## config.mk

```make
export PLATFORM = sky130hd
export DESIGN_NAME = vedic_mult_pipe
export DESIGN_NICKNAME = d
export VERILOG_FILES = /design/src/rtl/vedic_mult_pipe.sv
export SDC_FILE = /design/constraint.sdc
export NUM_CORES = 1
export LEC_CHECK = 0
export CAP_MARGIN = 20
export CORE_MARGIN = 2
export CORE_UTILIZATION = 61
export CTS_BUF_LIST = sky130_fd_sc_hd__clkbuf_16
export CTS_CLUSTER_SIZE = 40
export DETAILED_ROUTE_END_ITERATION = 16
export PLACE_DENSITY = 0.9
export SETUP_SLACK_MARGIN = 0.02
export SLEW_MARGIN = 30
export SYNTH_ARGS = -nofsm -noshare
export SYNTH_HDL_FRONTEND = slang
export SYNTH_SLANG_ARGS = --single-unit
export TNS_END_PERCENT = 1
```

## constraint.sdc

```tcl
create_clock -name clk -period 5.6 [get_ports clk]
set_clock_uncertainty 0.1 [all_clocks]
set_input_delay 1.12 -clock clk [delete_from_list [all_inputs] [get_ports clk]]
set_output_delay 1.12 -clock clk [all_outputs]
set_load 0.05 [all_outputs]
```

## src/rtl/vedic_mult_pipe.sv

```systemverilog
// vedic_mult_pipe: three-stage pipelined unsigned multiplier built from
// recursive 2x2 Vedic (Urdhva-Tiryakbhyam) cells.
//   S1 registers the operands, S2 registers the four half-width sub-products,
//   and S3 registers the recombined 2*WIDTH-bit product.
// A single advance enable (adv = !out_valid || out_ready) moves every stage
// together, so a stalled output freezes the whole pipe.
// Optional feature: define VEDIC_SIGNED_EN to add an is_signed input. When
// is_signed is high, S1 stores operand magnitudes plus the result sign, and
// S3 negates the sum. Latency is the same either way.

// 2x2 Vedic cell: vertical and crosswise partial products, folded with two half adders.
module vedic_cell2 (
  input  logic [1:0] a,
  input  logic [1:0] b,
  output logic [3:0] p
);
  logic cross_a1b0;
  logic cross_a0b1;
  logic vert_hi;
  logic carry1;

  assign cross_a1b0 = a[1] & b[0];
  assign cross_a0b1 = a[0] & b[1];
  assign vert_hi    = a[1] & b[1];

  // Bit 0 is the low vertical product.
  assign p[0] = a[0] & b[0];

  // First half adder sums the two crosswise terms.
  assign p[1]   = cross_a1b0 ^ cross_a0b1;
  assign carry1 = cross_a1b0 & cross_a0b1;

  // Second half adder folds the carry into the high vertical term.
  assign p[2] = vert_hi ^ carry1;
  assign p[3] = vert_hi & carry1;
endmodule

// Recursive NxN Vedic multiplier. It splits into four (N/2)x(N/2) products
// and stops at the 2x2 cell. N must be a power of two, 2 or larger.
module vedic_mul #(
  parameter int N = 4
) (
  input  logic [N-1:0]   a,
  input  logic [N-1:0]   b,
  output logic [2*N-1:0] p
);
  genvar gi;

  generate
    if (N == 2) begin : g_leaf
      vedic_cell2 u_cell (
        .a (a),
        .b (b),
        .p (p)
      );
    end else begin : g_split
      localparam int H = N / 2;

      // q[0]=aL*bL, q[1]=aH*bL, q[2]=aL*bH, q[3]=aH*bH
      logic [3:0][N-1:0] q;
      logic [N:0]        mid;

      for (gi = 0; gi < 4; gi++) begin : g_sub
        vedic_mul #(.N(H)) u_sub (
          .a (a[(gi % 2) * H +: H]),
          .b (b[(gi / 2) * H +: H]),
          .p (q[gi])
        );
      end

      // Both crosswise products carry the same weight, so add them first.
      assign mid = {1'b0, q[1]} + {1'b0, q[2]};
      assign p   = {{N{1'b0}}, q[0]}
                 + ({{(N-1){1'b0}}, mid} << H)
                 + {q[3], {N{1'b0}}};
    end
  endgenerate
endmodule

module vedic_mult_pipe #(
  parameter int WIDTH = 16
) (
  input  logic               clk,
  input  logic               rst_n,
  input  logic               in_valid,
  output logic               in_ready,
  input  logic [WIDTH-1:0]   a,
  input  logic [WIDTH-1:0]   b,
`ifdef VEDIC_SIGNED_EN
  input  logic               is_signed,
`endif
  output logic               out_valid,
  input  logic               out_ready,
  output logic [2*WIDTH-1:0] product
);
  localparam int H = WIDTH / 2;

  genvar gi;

  logic                   adv;
  logic                   v1_reg;
  logic                   v2_reg;
  logic                   v3_reg;
  logic [WIDTH-1:0]       a_mag;
  logic [WIDTH-1:0]       b_mag;
  logic [WIDTH-1:0]       a_reg;
  logic [WIDTH-1:0]       b_reg;
  logic [3:0][WIDTH-1:0]  sub_comb;
  logic [3:0][WIDTH-1:0]  pp_reg;
  logic [WIDTH:0]         mid_sum;
  logic [2*WIDTH-1:0]     sum_mag;
  logic [2*WIDTH-1:0]     sum_final;
  logic [2*WIDTH-1:0]     product_reg;

  // Every stage moves on the same enable, so the pipe never needs skid buffers.
  assign adv       = !v3_reg || out_ready;
  assign in_ready  = adv;
  assign out_valid = v3_reg;
  assign product   = product_reg;

`ifdef VEDIC_SIGNED_EN
  localparam logic [WIDTH-1:0] ONE_W = {{(WIDTH-1){1'b0}}, 1'b1};

  logic sign_in;
  logic sign1_reg;
  logic sign2_reg;

  // Convert signed operands to magnitudes. -2^(WIDTH-1) maps onto itself,
  // and that value is still the correct unsigned magnitude.
  always_comb begin
    a_mag   = a;
    b_mag   = b;
    sign_in = 1'b0;
    if (is_signed) begin
      if (a[WIDTH-1]) a_mag = ~a + ONE_W;
      if (b[WIDTH-1]) b_mag = ~b + ONE_W;
      sign_in = a[WIDTH-1] ^ b[WIDTH-1];
    end
  end

  // Carry the result sign alongside the operand and sub-product stages.
  always_ff @(posedge clk) begin
    if (!rst_n) begin
      sign1_reg <= 1'b0;
      sign2_reg <= 1'b0;
    end else if (adv) begin
      if (in_valid) sign1_reg <= sign_in;
      if (v1_reg)   sign2_reg <= sign1_reg;
    end
  end
`else
  // Unsigned build: operands pass straight through to S1.
  always_comb begin
    a_mag = a;
    b_mag = b;
  end
`endif

  // S1: capture operands on a transfer; an empty slot becomes a bubble.
  always_ff @(posedge clk) begin
    if (!rst_n) begin
      v1_reg <= 1'b0;
      a_reg  <= '0;
      b_reg  <= '0;
    end else if (adv) begin
      v1_reg <= in_valid;
      if (in_valid) begin
        a_reg <= a_mag;
        b_reg <= b_mag;
      end
    end
  end

  // Four half-width Vedic multipliers fed from the S1 operands.
  generate
    for (gi = 0; gi < 4; gi++) begin : g_pp
      vedic_mul #(.N(H)) u_pp (
        .a (a_reg[(gi % 2) * H +: H]),
        .b (b_reg[(gi / 2) * H +: H]),
        .p (sub_comb[gi])
      );
    end
  endgenerate

  // S2: register the four sub-products behind a valid S1 slot.
  always_ff @(posedge clk) begin
    if (!rst_n) begin
      v2_reg <= 1'b0;
      pp_reg <= '0;
    end else if (adv) begin
      v2_reg <= v1_reg;
      if (v1_reg) pp_reg <= sub_comb;
    end
  end

  // Combine the four sub-products into the full 2*WIDTH-bit result, with no truncation.
  always_comb begin
    mid_sum = {1'b0, pp_reg[1]} + {1'b0, pp_reg[2]};
    sum_mag = {{WIDTH{1'b0}}, pp_reg[0]}
            + ({{(WIDTH-1){1'b0}}, mid_sum} << H)
            + {pp_reg[3], {WIDTH{1'b0}}};
`ifdef VEDIC_SIGNED_EN
    sum_final = sign2_reg ? (~sum_mag + {{(2*WIDTH-1){1'b0}}, 1'b1}) : sum_mag;
`else
    sum_final = sum_mag;
`endif
  end

  // S3: output register. It holds while the consumer stalls, and bubbles leave it untouched.
  always_ff @(posedge clk) begin
    if (!rst_n) begin
      v3_reg      <= 1'b0;
      product_reg <= '0;
    end else if (adv) begin
      v3_reg <= v2_reg;
      if (v2_reg) product_reg <= sum_final;
    end
  end
endmodule

```

==> results of run 1 <==
## area by class of cell
class | count | area share, %
Inverter | 125 | 2.52
Multi-Input combinational cell | 1768 | 73.1
Clock inverter | 15 | 1.05
Clock buffer | 17 | 2.28
Tap cell | 378 | 2.53
Sequential cell | 131 | 14.0
Timing Repair Buffer | 87 | 4.49
## routing by layer
layer / part of all wire [%] / up-vias / wire length [um] / track usage, %
li1: - / 7386 / - / -
met1: 45 / 7131 / 19700 / 40.2
met2: 45 / 582 / 19800 / 49.9
met3: 6.7 / 97 / 2920 / 3.57
met4: 3.0 / 0 / 1310 / 10.6
met5: 0 / - / 0 / 0
## cells by family after synthesis
| kind of cell | after synthesis | share of synthesized area (%) |
|---|---|---|
| AND/OR/NAND/NOR | 691 | 20.8 |
| adder cells (fa/ha/maj) | 415 | 32.3 |
| XOR/XNOR | 150 | 7.70 |
| AO/OA/AOI/OAI | 509 | 18.9 |
| buffers and inverters | 204 | 4.71 |
| flip-flops | 131 | 15.4 |
| multiplexers | 3 | 0.176 |
## power by group
group	leakage [nW]	internal [mW]	switching [mW]
sequential	1.07	0.966	0.0695
combinational	8.49	0.210	0.310
clock	0.300	0.717	0.520
total	9.86	1.89	0.900
## worst paths after layout
check	slack, ns	cells past startpoint	from	endpoint
setup / recovery	0.35	20	a_reg[1]	pp_reg[47]
setup reg to reg	0.35	20	a_reg[1]	pp_reg[47]
hold reg to reg	0.35	2	pp_reg[6]	product[6]
hold / removal	0.35	2	pp_reg[6]	product[6]
## critical path: stages (launching register included)
cell       delay (ns)
dfxtp_1          0.74
and2_1           0.22
ha_1             0.16
inv_1            0.06
fa_1             0.59
inv_1            0.07
ha_1             0.30
a21o_1           0.16
a21oi_1          0.21
o21bai_1         0.09
a21oi_1          0.18
xnor2_1          0.17
ha_1             0.31
a21oi_1          0.18
o21ai_0          0.20
ha_1             0.42
nand2_1          0.08
a211oi_1         0.31
o2111ai_1        0.20
xnor2_1          0.24
a21oi_1          0.10
## synthesized netlist by cell type (all sizes together) (22+ instances only)
cell type / n
nor2: 90
xor2: 35
nand3: 53
nand2: 185
a211oi: 33
xnor2: 115
a21o: 84
o21ai: 68
dfxtp: 131
clkbuf: 71
fa: 42
o21a: 28
and2: 264
inv: 125
o21bai: 23
a21oi: 202
nor3: 22
ha: 373
## timing repair
item / CTS / global route
setup endpoints to repair: 0 / 1
setup buffers: 0 / 0
gates resized for setup: 0 / 1
## metrics by stage
step	util, %	instances
3_3_place_gp	65.3	2489
4_1_cts	67.6	2521
2_1_floorplan	-	2103
3_5_place_dp	65.4	2489
6_report	67.6	2521
5_1_grt	67.6	2521
==> metrics, run 1 <==
CP Launch Type register; Initial Util about three fifths; Synthesized Nets approximately 2600; Worst-Skew Late Latency roughly 0.44 ns; antenna violations before repair 0; Mapped Area 17100 um2; Syn. warnings 0; WS Path Type register to register; main flop type after synthesis dfxtp_1; final setup TNS 0 ns; Die ar. 29300 um2; largest net degree at the start of global routing 61; grt total ovfl 0; layout cell share with drive strength beyond 1 under 10%; routed len/inst 17.4 um; max FFs per register 64; Finished Cell Area around 19000 um2; Gate Count Post-Synth around 2100; most common cell after layout, fill and taps aside ha_1; Layout Nets about 2600; hold_ws roughly 0.35 ns; width of the chip approximately 170 um; post-route clock period utilization 93.7%; drt drc 0; Synth area leaders ha_1, dfxtp_1, and2_1, xnor2_1, a21oi_1; hpwl dp around 34 mm; max frequency around 190 MHz; post-layout min period 5.25 ns; arrival time at the worst endpoint roughly 5.4 ns; First DRT Iteration DRCs 1340; port bufs between 60 and 70; CTS Root Cell clkbuf_16; vias approximately 15000; Seq cells post-synth approximately 130; Die H about 170 um; multi-input logic area approximately 14000 um2; hold_buf cts 0; post-synthesis sequential area ratio between 10% and 20%; fillers approximately 2200; outcome finished clean; DP Worst Slack a little under 0.5 ns; Std-Cell Rows roughly 60; Slew @ Worst Pin approximately 0.75 ns; CTS buffer count 17; First-pass DRT Iterations 8; Hold Path Class register to register; number of flops mapped to enable cells by yosys 0; Cell Area, Placed between 15000 and 20000 um2; RSZ-0062 raised after global routing false; DRT antenna net count 0; nature of the critical path endpoint register; Design Power approximately 2.8 mW; final worst slack about 0.35 ns; Pins Over Slew Limit 0; Layout area overhead 9.44%; number of global-route vias before repair 14900; CTS H-tree lvls 4; Leak roughly 9.9 nW; Synth top area share a little over a quarter; gr usage total between 30% and 40%; Worst Path Required 5.77 ns; Core Region around 28000 um2; Worst slew margin 49.8%; Mapped Avg Cell Area ~8.1 um2; leading area contributor after synthesis ha_1; clock buffer depth 2; Via density around 6; WL final roughly 44 mm; first-pass GRT wire length about 70 mm; Max VDD drop 167 uV; io pins 70; Max-Cap Viols 0; FF/Latch Area approximately 2600 um2; routability congestion estimate around 0.96; clock sink count between 100 and 150; crit-path max FO 17; Async SR Flop Fraction 0%; Cell variety after synth 62; CTS tree built; power density of the placed cells between 100 and 150 nW/um2; Final Hold Vio Count 0; ANT cells 0; Clock transition at path regs roughly 0.08 ns; Final setup viols 0; commonest cells after routing, fill and taps aside ha_1, and2_1, a21oi_1
Power figures use the tool's default switching activity.
==> run 2: changes to the inputs <==
--- a/config.mk
+++ b/config.mk
@@ -16,5 +16,6 @@
 export SLEW_MARGIN = 30
 export SYNTH_ARGS = -nofsm -noshare
 export SYNTH_HDL_FRONTEND = slang
+export SYNTH_HIERARCHICAL = 1
 export SYNTH_SLANG_ARGS = --single-unit
 export TNS_END_PERCENT = 1
==> run 2 against run 1 <==
Routed wire length increased by 7.7%. First-iteration DRC count is 15% lower. Largest cell class unchanged. Sequential share of layout area is 0.62 points lower. Via count is 3.1% higher. Core utilization is 1.9 points higher. Non-clock buffer count grew 35. Critical path depth up 5. Critical path type unchanged. Sequential power hardly changed. Flip-flop and latch count stayed put.
==> metrics, run 2 <==
Initial Util 61.6% (-0.14 points); Gate Count Post-Synth 2110 (+0.33%); Die ar. 30200 um2 (+3.0%); antenna violations before repair 1 (+1); grt total ovfl 0 (unchanged); Final setup viols 0 (unchanged); Max VDD drop 187 uV (+12%); port bufs 69 (unchanged); routability congestion estimate 0.934 (-3.0%); Via density 6.01 (-0.24%); routed len/inst 18.1 um (+4.2%); Die H 174 um (+1.5%); CP Launch Type register; Pins Over Slew Limit 0 (unchanged); Seq cells post-synth 131 (unchanged); Hold Path Class register to register; Syn. warnings 6 (+6); CTS buffer count 17 (unchanged); Layout Nets 2679 (+3.8%); Layout area overhead 12.8%; Leak 10.8 nW (+9.1%); outcome finished clean; final core occ 69.5% (+1.9 points); Placed Cells 2565 (+3.1%); Comb power frac 20.9% (+2.3 points); layout cell share with drive strength beyond 1 10.7% (+7.7 points); Worst-Skew Late Latency 0.44 ns (about the same); number of flops mapped to enable cells by yosys 0 (unchanged); power density of the placed cells 134 nW/um2 (-11%); Std-Cell Rows 62 (+1.6%); Clock power frac 41.2% (-3.1 points); arrival time at the worst endpoint 5.81 ns (+0.39 ns); First DRT Iteration DRCs 1143 (-15%); main flop type after synthesis dfxtp_1; Mapped Avg Cell Area 8.34 um2 (+2.7%); vias 15700 (+3.1%); Clock transition at path regs 0.07 ns (about the same); WL final 47.2 mm (+7.7%); WS Path Type register to register; nature of the critical path endpoint register; Max-Cap Viols 0 (unchanged); ANT cells 0 (unchanged); most common cell in the synthesized netlist ha_1; post-layout min period 5.57 ns (+0.327 ns); post-route clock period utilization 99.5% (+5.8 points); largest net degree at the start of global routing 66 (+8.2%); drt drc 0 (unchanged); First-pass DRT Iterations 7 (-1); io pins 70 (unchanged); clock buffer depth 2 (unchanged); Worst slew margin 37.8% (-12 points); CTS Root Cell clkbuf_16; gr usage total 29.9% (-0.11 points); leading area contributor after synthesis ha_1; Synth top area share 27.6% (+0.25 points); Slew @ Worst Pin 0.933 ns (+0.180 ns); max FFs per register 64 (unchanged); DRT antenna net count 0 (unchanged); Synth area leaders ha_1, dfxtp_1, and2_1, xnor2_1, a21oi_1; part of the power in registers 37.9% (+0.8 points); hold_ws 0.345 ns (-0.00548 ns); crit-path max FO 7 (-10); Synthesized Nets 2580 (+1.0%); Mapped Area 17600 um2 (+3.1%); hold_buf cts 0 (unchanged); Core Region 28500 um2 (+3.3%); width of the chip 174 um (+1.5%); Post-Layout Cell Count 2606 (+3.4%); P_int 1.76 mW (-6.8%); RSZ-0062 raised after global routing true; first-pass GRT wire length 74.5 mm (+4.3%); Final Hold Vio Count 0 (unchanged); sw frac 33.4% (+1.2 points); commonest cells after routing, fill and taps aside ha_1, nand2_1, and2_1; number of global-route vias before repair 15700 (+5.6%); post-synthesis sequential area ratio 14.9% (-0.46 points); clock sink count 131 (unchanged); most common cell after layout, fill and taps aside ha_1; CTS tree built; most instantiated cells after synthesis ha_1, nand2_1, and2_1, a21oi_1, inv_1; CTS H-tree lvls 4 (unchanged); Worst Path Required 5.84 ns (+0.07 ns); Cell variety after synth 54 (-13%); sw power 0.887 mW (-1.4%); max frequency 179 MHz (-5.9%); hpwl dp 35.2 mm (+4.8%); Async SR Flop Fraction 0% (unchanged)
==> run 2: worst paths after layout <==
kind	start	endpoint	slack, ns	cells after the start
setup reg to reg	a_reg[10]	pp_reg[30]	0.03	25
hold / removal	pp_reg[1]	product[1]	0.34	2
setup / recovery	a_reg[10]	pp_reg[30]	0.03	25
hold reg to reg	pp_reg[1]	product[1]	0.34	2
==> run 2: through the flow <==
stage               cell area (um2)  total power, mW  TNS (ns)  worst slack [ns]
floorplan                     17600             1.34         0             0.640
global placement              18900             1.51         0             0.203
detailed placement            19000             1.53         0           0.00635
CTS                           19500             2.62         0            0.0193
global route                  19800             2.74    -0.373            -0.108
finish                        19800             2.65         0            0.0272
==> run 2: layer usage <==
layer,up-vias,global-route usage (%),part of all wire [%]
met2,587,52.0,48
met4,0,11.9,3.8
met1,7464,37.1,42
met5,-,0,0
met3,165,4.36,6.6
li1,7455,-,-
==> run 2: critical path, cell delays in order (launching register included) <==
cell	delay, ns
dfxtp_2	0.34
buf_6	0.15
and2_1	0.14
ha_1	0.18
ha_1	0.28
ha_1	0.34
xor2_1	0.19
ha_1	0.36
a21o_2	0.22
a21oi_1	0.20
xnor2_1	0.12
ha_1	0.37
a21oi_2	0.09
nor2b_2	0.16
o21ai_2	0.11
buf_4	0.18
nor3_4	0.27
xor2_2	0.21
ha_1	0.28
a21oi_1	0.19
o21ai_1	0.15
a21o_1	0.22
a21oi_1	0.22
xnor2_1	0.18
nand2_1	0.08
a21oi_1	0.14
==> run 2: layout make-up <==
| class | instances | area (um2) |
|---|---|---|
| Multi-Input combinational cell | 1793 | 14500 |
| Fill cell | 2097 | 8700 |
| Sequential cell | 131 | 2670 |
| Timing Repair Buffer | 122 | 1090 |
| Inverter | 144 | 542 |
| Tap cell | 384 | 480 |
| Clock buffer | 17 | 425 |
| Clock inverter | 15 | 143 |
==> run 2: what timing repair did <==
action,CTS,global route
setup buffers,0,8
endpoints found under the setup margin,4,14
cloned,0,1
pin swaps,0,14
gates resized for setup,11,63
==> run 2: cell families (layout without fill, tap and decap cells) <==
logic type	after synthesis	after routing	synth area share, %
buffers and inverters	186	298	3.97
DFF	131	131	14.9
xor gates and xnor gates	194	194	9.83
muxes	2	2	0.114
AOI/OAI and AO/OA	511	511	19.1
and+or+nand+nor	652	652	19.2
adders and majority gates	434	434	32.8
==> run 2: power by group through the flow <==
stage | registers, mW | clock network, mW | logic (mW)
floorplan | 1.02 | 0 | 0.320
global placement | 1.02 | 0 | 0.491
detailed placement | 1.02 | 0 | 0.511
CTS | 1.00 | 1.09 | 0.521
global route | 1.01 | 1.13 | 0.597
finish | 1.01 | 1.09 | 0.554
